### src/rtl/xlite_acq_regs.sv
// xlite_acq_regs
//   Register bank and shared sample-capture FIFO on the Xillybus Lite user
//   interface, in the bus_clk domain.
//   Ports:
//     bus_clk, bus_rst_n       - clock, asynchronous active-low reset
//     user_wren/user_wstrb     - host write strobe and byte-lane enables
//     user_rden                - host read strobe
//     user_addr/user_wr_data   - byte address ([4:2] selects register), write data
//     user_rd_data             - registered read data, held until the next read
//     user_irq                 - registered level interrupt |(IRQ_STAT & IRQ_MASK)
//     smp_valid/smp_data       - per-channel sample strobes and packed samples
//     ch_enable                - registered CTRL.EN AND CH_EN
//     trig_pulse               - one-cycle soft trigger
module xlite_acq_regs #(
  parameter int NUM_CH     = 4,
  parameter int FIFO_DEPTH = 16,
  parameter int SAMPLE_W   = 16
) (
  input  logic                         bus_clk,
  input  logic                         bus_rst_n,
  input  logic                         user_wren,
  input  logic [3:0]                   user_wstrb,
  input  logic                         user_rden,
  input  logic [31:0]                  user_addr,
  input  logic [31:0]                  user_wr_data,
  output logic [31:0]                  user_rd_data,
  output logic                         user_irq,
  input  logic [NUM_CH-1:0]            smp_valid,
  input  logic [NUM_CH*SAMPLE_W-1:0]   smp_data,
  output logic [NUM_CH-1:0]            ch_enable,
  output logic                         trig_pulse
);

  localparam int AW = $clog2(FIFO_DEPTH);
  localparam int CW = (NUM_CH > 1) ? $clog2(NUM_CH) : 1;
  localparam logic [CW:0]   NUM_CH_W = (CW+1)'(NUM_CH);
  localparam logic [AW:0]   DEPTH_W  = (AW+1)'(FIFO_DEPTH);
  localparam logic [CW-1:0] RR_RESET = CW'(NUM_CH - 1);
  localparam logic [31:0]   ID_VAL   = 32'h5553_0200 | 32'(NUM_CH);

  typedef enum logic [2:0] {
    REG_CTRL      = 3'd0,
    REG_CH_EN     = 3'd1,
    REG_IRQ_STAT  = 3'd2,
    REG_IRQ_MASK  = 3'd3,
    REG_LEVEL     = 3'd4,
    REG_THRESH    = 3'd5,
    REG_FIFO_DATA = 3'd6,
    REG_ID        = 3'd7
  } reg_sel_e;

  reg_sel_e sel;
  assign sel = reg_sel_e'(user_addr[4:2]);

  // Control/status registers
  logic              ctrl_en;
  logic [NUM_CH-1:0] ch_en;
  logic [1:0]        irq_stat;
  logic [1:0]        irq_mask;
  logic [8:0]        thresh;

  // Holding registers and arbiter
  logic [SAMPLE_W-1:0] hold_data [NUM_CH];
  logic [NUM_CH-1:0]   hold_full;
  logic [CW-1:0]       rr_ptr;
  logic                grant_vld;
  logic [CW-1:0]       grant_ch;
  logic [CW:0]         cand_sum;
  logic [CW-1:0]       cand;
  logic [NUM_CH-1:0]   load_vec;
  logic [NUM_CH-1:0]   drain_vec;

  // FIFO
  logic [31:0] mem [FIFO_DEPTH];
  logic [AW-1:0] wr_ptr, rd_ptr;
  logic [AW:0]   level;
  logic          fifo_empty, fifo_full;
  logic          push, pop, can_push;
  logic [31:0]   push_word, pop_word;

  logic        wr_ctrl, flush, trig_req;
  logic        thr_set, ovf_set;
  logic [1:0]  w1c;
  logic [31:0] rd_mux;
  logic        unused_bits;

  assign unused_bits = ^{user_addr[31:5], user_addr[1:0], user_wr_data[31:9], user_wstrb[3:2]};

  assign wr_ctrl  = user_wren && (sel == REG_CTRL) && user_wstrb[0];
  assign flush    = wr_ctrl && user_wr_data[2];
  assign trig_req = wr_ctrl && user_wr_data[1];
  assign w1c      = (user_wren && (sel == REG_IRQ_STAT) && user_wstrb[0]) ? user_wr_data[1:0] : 2'b00;

  assign fifo_empty = (level == '0);
  assign fifo_full  = (level == DEPTH_W);
  assign pop        = user_rden && (sel == REG_FIFO_DATA) && !fifo_empty && !flush;
  // A pop frees a slot at the same edge, so a full FIFO can still accept a push.
  assign can_push   = !flush && (!fifo_full || pop);
  assign push       = grant_vld;
  assign pop_word   = mem[rd_ptr];
  assign push_word  = {8'(grant_ch), 8'h00, 16'(hold_data[grant_ch])};

  // Round-robin: scan channels starting just after the last granted one.
  always_comb begin
    grant_vld = 1'b0;
    grant_ch  = rr_ptr;
    cand_sum  = '0;
    cand      = '0;
    for (int unsigned i = 1; i <= NUM_CH; i++) begin
      cand_sum = {1'b0, rr_ptr} + (CW+1)'(i);
      if (cand_sum >= NUM_CH_W) cand_sum = cand_sum - NUM_CH_W;
      cand = cand_sum[CW-1:0];
      if (can_push && !grant_vld && hold_full[cand]) begin
        grant_vld = 1'b1;
        grant_ch  = cand;
      end
    end
  end

  assign load_vec  = smp_valid & ch_enable;
  assign drain_vec = grant_vld ? (NUM_CH'(1) << grant_ch) : '0;
  // The old contents of a drained holding reg leave this cycle, so a load there is not an overwrite.
  assign ovf_set   = !flush && (|(load_vec & hold_full & ~drain_vec));
  assign thr_set   = (thresh != '0) && (9'(level) >= thresh);

  always_comb begin
    rd_mux = '0;
    case (sel)
      REG_CTRL:      rd_mux = {31'b0, ctrl_en};
      REG_CH_EN:     rd_mux = 32'(ch_en);
      REG_IRQ_STAT:  rd_mux = 32'(irq_stat);
      REG_IRQ_MASK:  rd_mux = 32'(irq_mask);
      REG_LEVEL:     rd_mux = 32'(level);
      REG_THRESH:    rd_mux = 32'(thresh);
      REG_FIFO_DATA: rd_mux = pop ? pop_word : '0;
      REG_ID:        rd_mux = ID_VAL;
      default:       rd_mux = '0;
    endcase
  end

  always_ff @(posedge bus_clk or negedge bus_rst_n) begin
    if (!bus_rst_n) begin
      hold_full <= '0;
      rr_ptr    <= RR_RESET;
      for (int unsigned c = 0; c < NUM_CH; c++) hold_data[c] <= '0;
    end else begin
      for (int unsigned c = 0; c < NUM_CH; c++) begin
        if (flush) begin
          hold_full[c] <= 1'b0;
        end else if (load_vec[c]) begin
          hold_full[c] <= 1'b1;
          hold_data[c] <= smp_data[c*SAMPLE_W +: SAMPLE_W];
        end else if (drain_vec[c]) begin
          hold_full[c] <= 1'b0;
        end
      end
      if (grant_vld) rr_ptr <= grant_ch;
    end
  end

  always_ff @(posedge bus_clk) begin
    if (push) mem[wr_ptr] <= push_word;
  end

  always_ff @(posedge bus_clk or negedge bus_rst_n) begin
    if (!bus_rst_n) begin
      wr_ptr <= '0;
      rd_ptr <= '0;
      level  <= '0;
    end else if (flush) begin
      wr_ptr <= '0;
      rd_ptr <= '0;
      level  <= '0;
    end else begin
      if (push) wr_ptr <= wr_ptr + 1'b1;
      if (pop)  rd_ptr <= rd_ptr + 1'b1;
      if (push && !pop)      level <= level + 1'b1;
      else if (pop && !push) level <= level - 1'b1;
    end
  end

  always_ff @(posedge bus_clk or negedge bus_rst_n) begin
    if (!bus_rst_n) begin
      ctrl_en      <= 1'b0;
      ch_en        <= '0;
      irq_stat     <= '0;
      irq_mask     <= '0;
      thresh       <= '0;
      user_rd_data <= '0;
      user_irq     <= 1'b0;
      ch_enable    <= '0;
      trig_pulse   <= 1'b0;
    end else begin
      if (user_wren) begin
        case (sel)
          REG_CTRL:     if (user_wstrb[0]) ctrl_en <= user_wr_data[0];
          REG_CH_EN:    if (user_wstrb[0]) ch_en <= user_wr_data[NUM_CH-1:0];
          REG_IRQ_MASK: if (user_wstrb[0]) irq_mask <= user_wr_data[1:0];
          REG_THRESH: begin
            if (user_wstrb[0]) thresh[7:0] <= user_wr_data[7:0];
            if (user_wstrb[1]) thresh[8]   <= user_wr_data[8];
          end
          default: ;
        endcase
      end
      // Sets are OR-ed after the clear so a same-cycle set wins.
      irq_stat   <= (irq_stat & ~w1c) | {ovf_set, thr_set};
      user_irq   <= |(irq_stat & irq_mask);
      ch_enable  <= ch_en & {NUM_CH{ctrl_en}};
      trig_pulse <= trig_req;
      if (user_rden) user_rd_data <= rd_mux;
    end
  end

endmodule

### config.mk
export PLATFORM = sky130hd
export DESIGN_NAME = xlite_acq_regs
export DESIGN_NICKNAME = d
export VERILOG_FILES = /design/src/rtl/xlite_acq_regs.sv
export SDC_FILE = /design/constraint.sdc
export NUM_CORES = 1
export LEC_CHECK = 0
export CAP_MARGIN = 20
export CORE_AREA = 2 2 190 192
export CTS_BUF_LIST = sky130_fd_sc_hd__clkbuf_4
export DETAILED_ROUTE_END_ITERATION = 16
export DIE_AREA = 0 0 192 194
export MAX_ROUTING_LAYER = met4
export PLACE_DENSITY = 0.71
export SLEW_MARGIN = 40
export SYNTH_ARGS = -nofsm -noshare
export SYNTH_HDL_FRONTEND = slang
export SYNTH_SLANG_ARGS = --single-unit
### constraint.sdc
create_clock -name bus_clk -period 3.5 [get_ports bus_clk]
set_input_delay 0.7 -clock bus_clk [delete_from_list [all_inputs] [get_ports bus_clk]]
set_output_delay 0.7 -clock bus_clk [all_outputs]
set_load 0.005 [all_outputs]
== After elaboration in Yosys (flattened, before gate mapping) ==
Memories as Yosys holds them, arrays and structs flattened.
Index checks and enable logic that the tools add are counted.
Storage, ports and cells
  memories kept: 1
  bits in registers: 139
  memory bits (writable): 288
Memory list
  mem: depth 16, bits a word 18, read ports 1, clocked after memory_dff 0, wr ports 1, line 74  | logic [31:0] mem [FIFO_DEPTH];
Operators by class
  shift operators: 1
  multiplexer cells: 48
  equal/unequal tests: 8
  reduce and logical (&&, ||, !) cells: 51
  bitwise operators: 11
  order comparisons: 10
  add/sub/neg operators: 12
Operators with widths (number)
  32-bit case mux with 8 select lines: 1
  16-bit binary-select mux with 2-bit select: 1
  16-bit two-way mux: 2
  32-bit two-way mux: 1
  1-bit two-way mux: 22
  1-bit logical AND: 21
  4-bit two-way mux: 5
  2-bit two-way mux: 9
  4-bit AND: 4
  3-bit >= comparator (second input constant): 5
  5-bit two-way mux: 3
  3-bit AND reduction: 5
  3-bit nonzero test: 5
  3-bit equality test (second input constant): 4
  2-bit by 3-bit less-than comparator with 1-bit output (second input constant): 4
  5-bit by 9-bit >= comparator with 1-bit output: 1
  9-bit nonzero test: 1
  4-bit by 1-bit adder with 4-bit output (second input constant): 2
  1-bit binary-select mux with 2-bit select: 4
  1-bit zero test: 8
  2-bit AND reduction: 4
  2-bit by 1-bit subtractor with 2-bit output (second input constant): 4
  2-bit by 2-bit adder with 3-bit output (second input constant): 2
  3-bit by 2-bit equality test with 1-bit output (second input constant): 2
  19 further kinds: 21

== Longest topological paths before layout ==
Gate-level depths: netlist of run 1.
  depth in word-level cells: 29
  gate-level depth with buffers: 13
  depth with buffers taken out: 11

== Least setup slack after synthesis of run 1 ==
No wires, ideal clock.
  path kind: input port to flip-flop
  from: in user_addr[2]
  to: mem mem[0][0] in the netlist's numbering (enable)
  stages: 5
  setup time: 440 ps
  setup slack: -187 ps
  data required time: 3060 ps
  arrival time: 3247 ps
  cells stage by stage: buf_2 nand4b_2 nand3_2 nand3_1 nor4_1
Between the ends
  longest elaborated chain between the ends: 24
Ends and longest elaborated chain
  start: declaration: line 24  | input logic [31:0] user_addr,
  3-bit zero test: line 89  | assign wr_ctrl = user_wren && (sel == REG_CTRL) && user_wstrb[0];
  1-bit logical AND (2 in a row): line 89
  1-bit logical AND: line 90  | assign flush = wr_ctrl && user_wr_data[2];
  1-bit zero test: line 96, 98
  1-bit logical AND: line 96  | assign pop = user_rden && (sel == REG_FIFO_DATA) && !fifo_empty && !flush;
  1-bit logical OR: line 98  | assign can_push = !flush && (!fifo_full || pop);
  1-bit logical AND *: line 98
  1-bit logical AND: line 113  | if (can_push && !grant_vld && hold_full[cand]) begin
  [5 not listed]
  1-bit zero test: line 113
  1-bit logical AND (2 in a row): line 113
  1-bit two-way mux: line 113
  1-bit zero test: line 113
  1-bit logical AND (2 in a row): line 113
  1-bit two-way mux *: line 113
  1-bit two-way mux *: line 162  | if (push) mem[wr_ptr] <= push_word;
  1-bit two-way mux (not written as such) *: line 162
  end: declaration: line 74
Mark *: on every way between the ends. The rest lies on a longest branch, timed or not.

== Final worst setup path of run 1 ==
  from: in user_addr[4]
  to: reg level[4]
Between the ends
  longest elaborated chain between the ends: 25
Ends and longest elaborated chain
  3-bit zero test: line 89
  1-bit logical AND (2 in a row): line 89
  1-bit logical AND: line 90
  1-bit zero test: line 96, 98
  1-bit logical AND: line 96
  1-bit logical OR: line 98
  1-bit logical AND: line 98
  1-bit logical AND: line 113
  [6 not listed]
  1-bit logical AND (2 in a row): line 113
  1-bit two-way mux: line 113
  1-bit zero test: line 113
  1-bit logical AND (2 in a row): line 113
  1-bit two-way mux: line 113
  1-bit logical AND or 1-bit zero test (tied branches): line 177, 178
  5-bit two-way mux or 1-bit logical AND (tied branches): line 177, 178
  5-bit two-way mux or 3-bit nonzero test (tied branches)
  end signal: assignment: line 177  | if (push && !pop) level <= level + 1'b1;
  end signal: assignment: line 178  | else if (pop && !push) level <= level - 1'b1;
  end: declaration: line 76  | logic [AW:0] level;
Parallel ways exist; a longest one is shown, timed or not.
A chain may end at the register's enable or synchronous reset.

==> impl_metrics.tcl, run 1 <==
set metrics [dict create \
    grt_max_degree 63 \
    final_area_um2 20800 \
    fin_setup_tns_ps 0 \
    outcome "completed" \
    die_x_um 192 \
    gp_congestion 0.847 \
    io_pins 178 \
    final_util_pct 59.1 \
    rsz0062_at_grt "false" \
    grt_overflow 0 \
    slew_headroom_pct 47.2 \
    ys.flop_type "edfxtp_1" \
    cap_violations 0 \
    worstReg2RegStart "level[2]$_DFFE_PN0P_" \
    die_y_um 194 \
    grt.total_usage_pct 22.0 \
    r2r-end "level[4]$_DFFE_PN0P_" \
    antenna_found_initial 2 \
    slew_violations 0 \
    period_share_pct 83.4 \
    synth_compound_area_share_pct 3.33 \
    vias 9873 \
    muxShareOfSynthArea_pct 19.5 \
    synth-simple-area-share_pct 4.35 \
    grt_pass1_vias 10400 \
    synth_fa_ha_area_share_pct 1.13 \
    postSynthAreaPerCell_um2 17.5 \
    path_max_fanout 6 \
    wirelength_um 38300 \
    final_cells 1779 \
    period_needed_ps 2920 \
    cp_cell_sequence "clkdlybuf4s50_1 > and3b_2 > nand3_4 > buf_4 > and3_1 > nand2_1 > fa_1 > a21o_1 > a21oi_1 > nor2_1 > a2111oi_0 > a311o_1" \
    finalNetCount 1388 \
    power.leakage_nw 7.72 \
    cts_sinks 414 \
    synthArstFlopShare_pct 30.4 \
    synth_cell_types 60 \
    drc_errors 0 \
    r2r_cells 10 \
    vias_per_cell 5.55 \
    detail-route-antenna-nets 0 \
    die_area_um2 37200 \
    end_kind "flop" \
    postSynthCellCount 989 \
    synth_edf_count 288 \
    slowest_delay_ps 550 \
    syn2layout_area_growth_pct 20.2 \
    worstMarginPinSlew_ps 776 \
    dp.cells 1588 \
    place_hpwl_um 24600 \
    ir_drop_mv 0.595 \
    wire_per_inst_um 21.5 \
    worst_setup_path_start_kind "input port" \
    p_per_area_nw_per_um2 987 \
    critPathLaunch "user_addr[4]" \
    pre_cts_ws_ps -135 \
    crit_required_ps 4160 \
    critPathKind "in -> reg" \
    finalSetupViolations 0 \
    whs_ps 457 \
    yosysWarningCount 0 \
    grt_pass1_wl_um 58900 \
    synth_xor_area_share_pct 0.665 \
    crit_arrival_ps 3580 \
    finalWorstSetupSlack_ps 580 \
    total_power_mw 20.5 \
    port_buffers 116 \
    crit_path_top_delay_cell "clkdlybuf4s50_1" \
    syn_area_um2 17300 \
    hold_path_class "in -> async" \
    reg2reg_slack_ps 640 \
    synth.ff_latch_count 414 \
    numCtsBuffers 103 \
    ys_seq_area_share_pct 68.2 \
    core_um2 35200 \
    cts.repair.resized 0 \
    clk_transition_reported_paths_ps 60 \
    final_hold_viol_count 0 \
    drtIter0Drc 756 \
    cts_buffer_depth 3 \
    synth_top_family_by_area "multiplexers" \
    rows 69 \
    fmax_mhz 342 \
    htree_levels 3 \
    dpl_cell_area_um2 19400 \
    drive_gt1_share_pct 34.5 \
    worstSkewPairLatency_ps 750 \
    finClkSkew_ps 39.7 \
    start_util_pct 49.1 \
    firstDrtPassIters 5 \
    tritoncts "done" \
    cts-root-buf "clkbuf_4" \
]
[layout by cell type (no fill, tap or decap), types with 6 or more instances in the layout]
| master | instances |
|---|---|
| o21ai_1 | 9 |
| ha_1 | 14 |
| buf_4 | 74 |
| nor2_1 | 22 |
| buf_12 | 6 |
| nand3_1 | 18 |
| conb_1 | 7 |
| dfrtp_1 | 120 |
| and2_1 | 9 |
| nor2b_1 | 6 |
| xor2_1 | 7 |
| nand2b_1 | 6 |
| clkinv_1 | 17 |
| mux2_2 | 79 |
| a21oi_1 | 25 |
| o21ai_0 | 21 |
| edfxtp_1 | 288 |
| clkdlybuf4s50_1 | 115 |
| inv_1 | 25 |
| nand2_1 | 44 |
| mux2i_1 | 52 |
| clkbuf_4 | 165 |
| mux4_2 | 85 |
| nor2_2 | 8 |
| a21o_1 | 6 |
[cell type report]
| class | count | area (um^2) |
|---|---|---|
| sequential | 414 | 11800 |
| fill | 2723 | 14400 |
| timing repair buffer | 197 | 1850 |
| inverter | 25 | 93.8 |
| clock buffer | 165 | 1240 |
| antenna | 2 | 5.00 |
| multi-input combinational | 492 | 5130 |
| clock inverter | 23 | 100 |
| tap | 461 | 577 |
[synth_stat cells, types with 3 or more instances]
cell,count,area [um^2]
inv_1,25,93.8
nand2_1,44,165
edfxtp_1,288,8650
xor2_1,7,61.3
buf_2,19,95.1
mux2i_1,57,571
dfrtp_1,124,3100
nor3_1,7,35.0
nand4_1,3,18.8
a21o_1,6,45.0
o21ai_0,21,105
and2_1,9,56.3
nor2b_1,6,37.5
and3_1,5,31.3
a21oi_1,26,130
a211oi_1,4,30.0
nand2b_1,6,37.5
mux2_2,79,890
o41ai_1,3,26.3
nor2_1,26,97.6
nor4_1,5,31.3
buf_6,7,78.8
nand3_1,18,90.1
xnor2_1,3,26.3
mux4_2,85,1910
a22o_1,3,26.3
a22oi_1,4,30.0
o211ai_1,4,30.0
nor2_2,4,25.0
o21ai_1,9,45.0
clkbuf_1,17,63.8
buf_4,20,150
ha_1,14,175
[state kept, by name, summed over array words and instances (netlist names), 5 cells and up]
signal / cells
thresh: 9
mem: 288
hold_data: 64
level: 5
user_rd_data: 19
[metal layers]
| layer | part of all wire (%) | vias up | global-route usage [%] |
|---|---|---|---|
| met1 | 42 | 5010 | 29.5 |
| li1 | - | 4400 | - |
| met5 | 0 | - | - |
| met3 | 7.8 | 49 | 4.78 |
| met4 | 1.6 | 0 | 6.36 |
| met2 | 49 | 414 | 34.0 |
[cells by family after synthesis]
| family | after synthesis |
|---|---|
| XOR/XNOR | 11 |
| buffers and inverters | 89 |
| flip-flops | 414 |
| AND/OR/NAND/NOR | 145 |
| other | 1 |
| multiplexers | 221 |
| adder cells (fa/ha/maj) | 15 |
| AO/OA/AOI/OAI | 93 |
[worst max path at each step]
stage / to / cells after the start / slack [ps]
floorplan: mem[0][0]$_DFFE_PP_ / 5 / -190
global placement: mem[14][12]$_DFFE_PP_ / 7 / -110
detailed placement: level[4]$_DFFE_PN0P_ / 12 / -140
CTS: level[4]$_DFFE_PN0P_ / 10 / 640
global route: level[4]$_DFFE_PN0P_ / 10 / 430
finish: level[4]$_DFFE_PN0P_ / 12 / 580
[critical path: cells and delay by family]
family | cells | cell delay [ps]
and+or+nand+nor | 5 | 720
adders and majority gates | 1 | 420
buffers and inverters | 2 | 690
AOI/OAI and AO/OA | 4 | 1050
[timing repair]
| action | CTS | global route |
|---|---|---|
| buffers inserted | 0 | 0 |
| hold buffers | 1 | 0 |
| hold endpoints to repair | 34 | 0 |
[power by group]
| part | switching, mW | internal [mW] | leakage [nW] |
|---|---|---|---|
| registers | 0.793 | 8.25 | 4.18 |
| clock network | 1.86 | 2.13 | 0.803 |
| logic | 4.13 | 3.37 | 2.74 |
| total | 6.78 | 13.7 | 7.72 |
(Power assumes the default switching activity.)
==> inputs of run 2 (changes only) <==
--- a/config.mk
+++ b/config.mk
@@ -11,7 +11,7 @@
 export DETAILED_ROUTE_END_ITERATION = 16
 export DIE_AREA = 0 0 192 194
 export MAX_ROUTING_LAYER = met4
-export PLACE_DENSITY = 0.71
+export PLACE_DENSITY = 0.73
 export SLEW_MARGIN = 40
 export SYNTH_ARGS = -nofsm -noshare
 export SYNTH_HDL_FRONTEND = slang
==> constraint.sdc (replaced) <==
create_clock -name bus_clk -period 2.4 [get_ports bus_clk]
set_input_delay 0.48 -clock bus_clk [delete_from_list [all_inputs] [get_ports bus_clk]]
set_output_delay 0.48 -clock bus_clk [all_outputs]
set_load 0.005 [all_outputs]
==> impl_metrics.tcl, run 2 (synthesized netlist as in run 1, its figures left out) <==
set metrics [dict create \
    outcome "finished with violations" \
    violations "setup timing" \
    path_max_fanout 16 \
    cts-root-buf "clkbuf_4" \
    vias 10100 \
    finalNetCount 1429 \
    cap_violations 0 \
    dpl_cell_area_um2 20700 \
    worstMarginPinSlew_ps 683 \
    period_needed_ps 2530 \
    die_x_um 192 \
    io_pins 178 \
    final_hold_viol_count 0 \
    largest_register "mem" \
    ir_drop_mv 0.879 \
    syn2layout_area_growth_pct 28.2 \
    core_um2 35200 \
    antenna_found_initial 2 \
    port_buffers 116 \
    tritoncts "done" \
    firstDrtPassIters 6 \
    grt_overflow 0 \
    crit_required_ps 2860 \
    fmax_mhz 396 \
    worst_setup_path_start_kind "flop" \
    drtIter0Drc 777 \
    grt_pass1_wl_um 61200 \
    seqCellArea_um2 11800 \
    place_hpwl_um 26400 \
    p_per_area_nw_per_um2 1550 \
    final_cells 1816 \
    grt.total_usage_pct 22.9 \
    cts_sinks 414 \
    drive_gt1_share_pct 39.4 \
    crit_arrival_ps 2990 \
    period_share_pct 105 \
    reg2reg_slack_ps -130 \
    die_y_um 194 \
    finalWorstSetupSlack_ps -127 \
    end_kind "flop" \
    grt_pass1_vias 10400 \
    grt_max_degree 50 \
    whs_ps 244 \
    layout_common_cells "288 x edfxtp_1, 148 x clkbuf_4, 121 x dfrtp_1, 115 x clkdlybuf4s50_1, 85 x mux4_2" \
    multi_input_area_um2 5770 \
    finalSetupViolations 257 \
    slew_violations 0 \
    cts_buffer_depth 3 \
    worstSkewPairLatency_ps 730 \
    slew_headroom_pct 54.5 \
    worstReg2RegStart "level[0]$_DFFE_PN0P_" \
    top_regs "mem (288), hold_data (64), user_rd_data (19)" \
    start_util_pct 49.1 \
    detail-route-antenna-nets 0 \
    power.leakage_nw 8.05 \
    critPathKind "reg -> reg" \
    drc_errors 0 \
    final_common_cell "edfxtp_1" \
    final_area_um2 22200 \
    numCtsBuffers 100 \
    rows 69 \
    r2r_cells 9 \
    gp_congestion 0.824 \
    vias_per_cell 5.55 \
    nFillCells 2466 \
    htree_levels 3 \
    die_area_um2 37200 \
    hold_path_class "in -> async" \
    dp.cells 1627 \
    finClkSkew_ps 35.8 \
    largest_register_ffs 288 \
    rsz0062_at_grt "true" \
    wirelength_um 39900 \
    clk_transition_reported_paths_ps 70 \
    r2r-end "mem[7][9]$_DFFE_PP_" \
    wire_per_inst_um 21.9 \
]
==> run 2: cell type report <==
class,instances,share of cell area [%]
antenna,2,0.0226
clock buffer,148,5.01
clock inverter,33,0.784
inverter,25,0.423
multi-input combinational,492,26.0
sequential,414,53.2
tap,461,2.60
timing repair buffer,241,11.9
==> run 2: report_power, final <==
| group | switching [mW] | internal [mW] | total (mW) |
|---|---|---|---|
| clock network | 2.74 | 2.95 | 5.69 |
| registers | 1.19 | 12.0 | 13.2 |
| logic | 7.58 | 7.92 | 15.5 |
==> run 2: how the worst max path moves through the flow <==
stage                          from              endpoint  slack (ps)  cells past startpoint
4_1_cts        level[0]$_DFFE_PN0P_  mem[1][11]$_DFFE_PP_        -110                      9
2_1_floorplan          user_addr[4]   mem[0][0]$_DFFE_PP_        -320                      5
6_report       level[0]$_DFFE_PN0P_   mem[7][9]$_DFFE_PP_        -130                      9
5_1_grt        level[0]$_DFFE_PN0P_   mem[3][5]$_DFFE_PP_        -210                     10
3_3_place_gp           user_addr[4]   mem[8][5]$_DFFE_PP_        -670                      7
3_5_place_dp           user_addr[4]   mem[1][5]$_DFFE_PP_        -760                      7
==> run 2: metal layers <==
layer	vias up	GRT usage [%]	part of all wire, %
li1	4491	-	-
met2	410	36.0	50
met1	5107	30.5	41
met3	65	4.25	6.8
met5	-	-	0
met4	0	7.61	2.2
==> run 2: worst max-delay path, stage by stage (launching register included) <==
cell and delay, ps:
dfrtp_1 390, nor4_2 280, buf_4 180, nand3_4 90
and4bb_4 250, xnor2_4 150, buf_12 160, buf_12 160
mux2i_4 200, mux2i_4 400
==> run 2: timing repair <==
action	in CTS	in global routing
resized for setup	8	0
endpoints found under the setup margin	257	265
setup buffers	3	2
pin swaps	0	0
endpoints found under the hold margin	44	0
hold buffers	1	0
==> run 2: stage by stage <==
stage          power [mW]  setup TNS [ps]  setup slack, ps  util, %
2_1_floorplan        22.9          -65070             -319        -
4_1_cts              34.4          -20080             -115     62.9
3_3_place_gp         27.7         -263720             -673     58.9
6_report             34.4          -23730             -127     63.0
5_1_grt              36.1          -43650             -211     63.0
3_5_place_dp         28.2         -305430             -761     58.9
==> inputs of run 3 (changes only) <==
--- a/config.mk
+++ b/config.mk
@@ -12,7 +12,6 @@
 export DIE_AREA = 0 0 192 194
 export MAX_ROUTING_LAYER = met4
 export PLACE_DENSITY = 0.73
-export SLEW_MARGIN = 40
 export SYNTH_ARGS = -nofsm -noshare
 export SYNTH_HDL_FRONTEND = slang
 export SYNTH_SLANG_ARGS = --single-unit
==> results of run 3 <==
The final DEF is identical to that of run 2; final timing and power are the same.
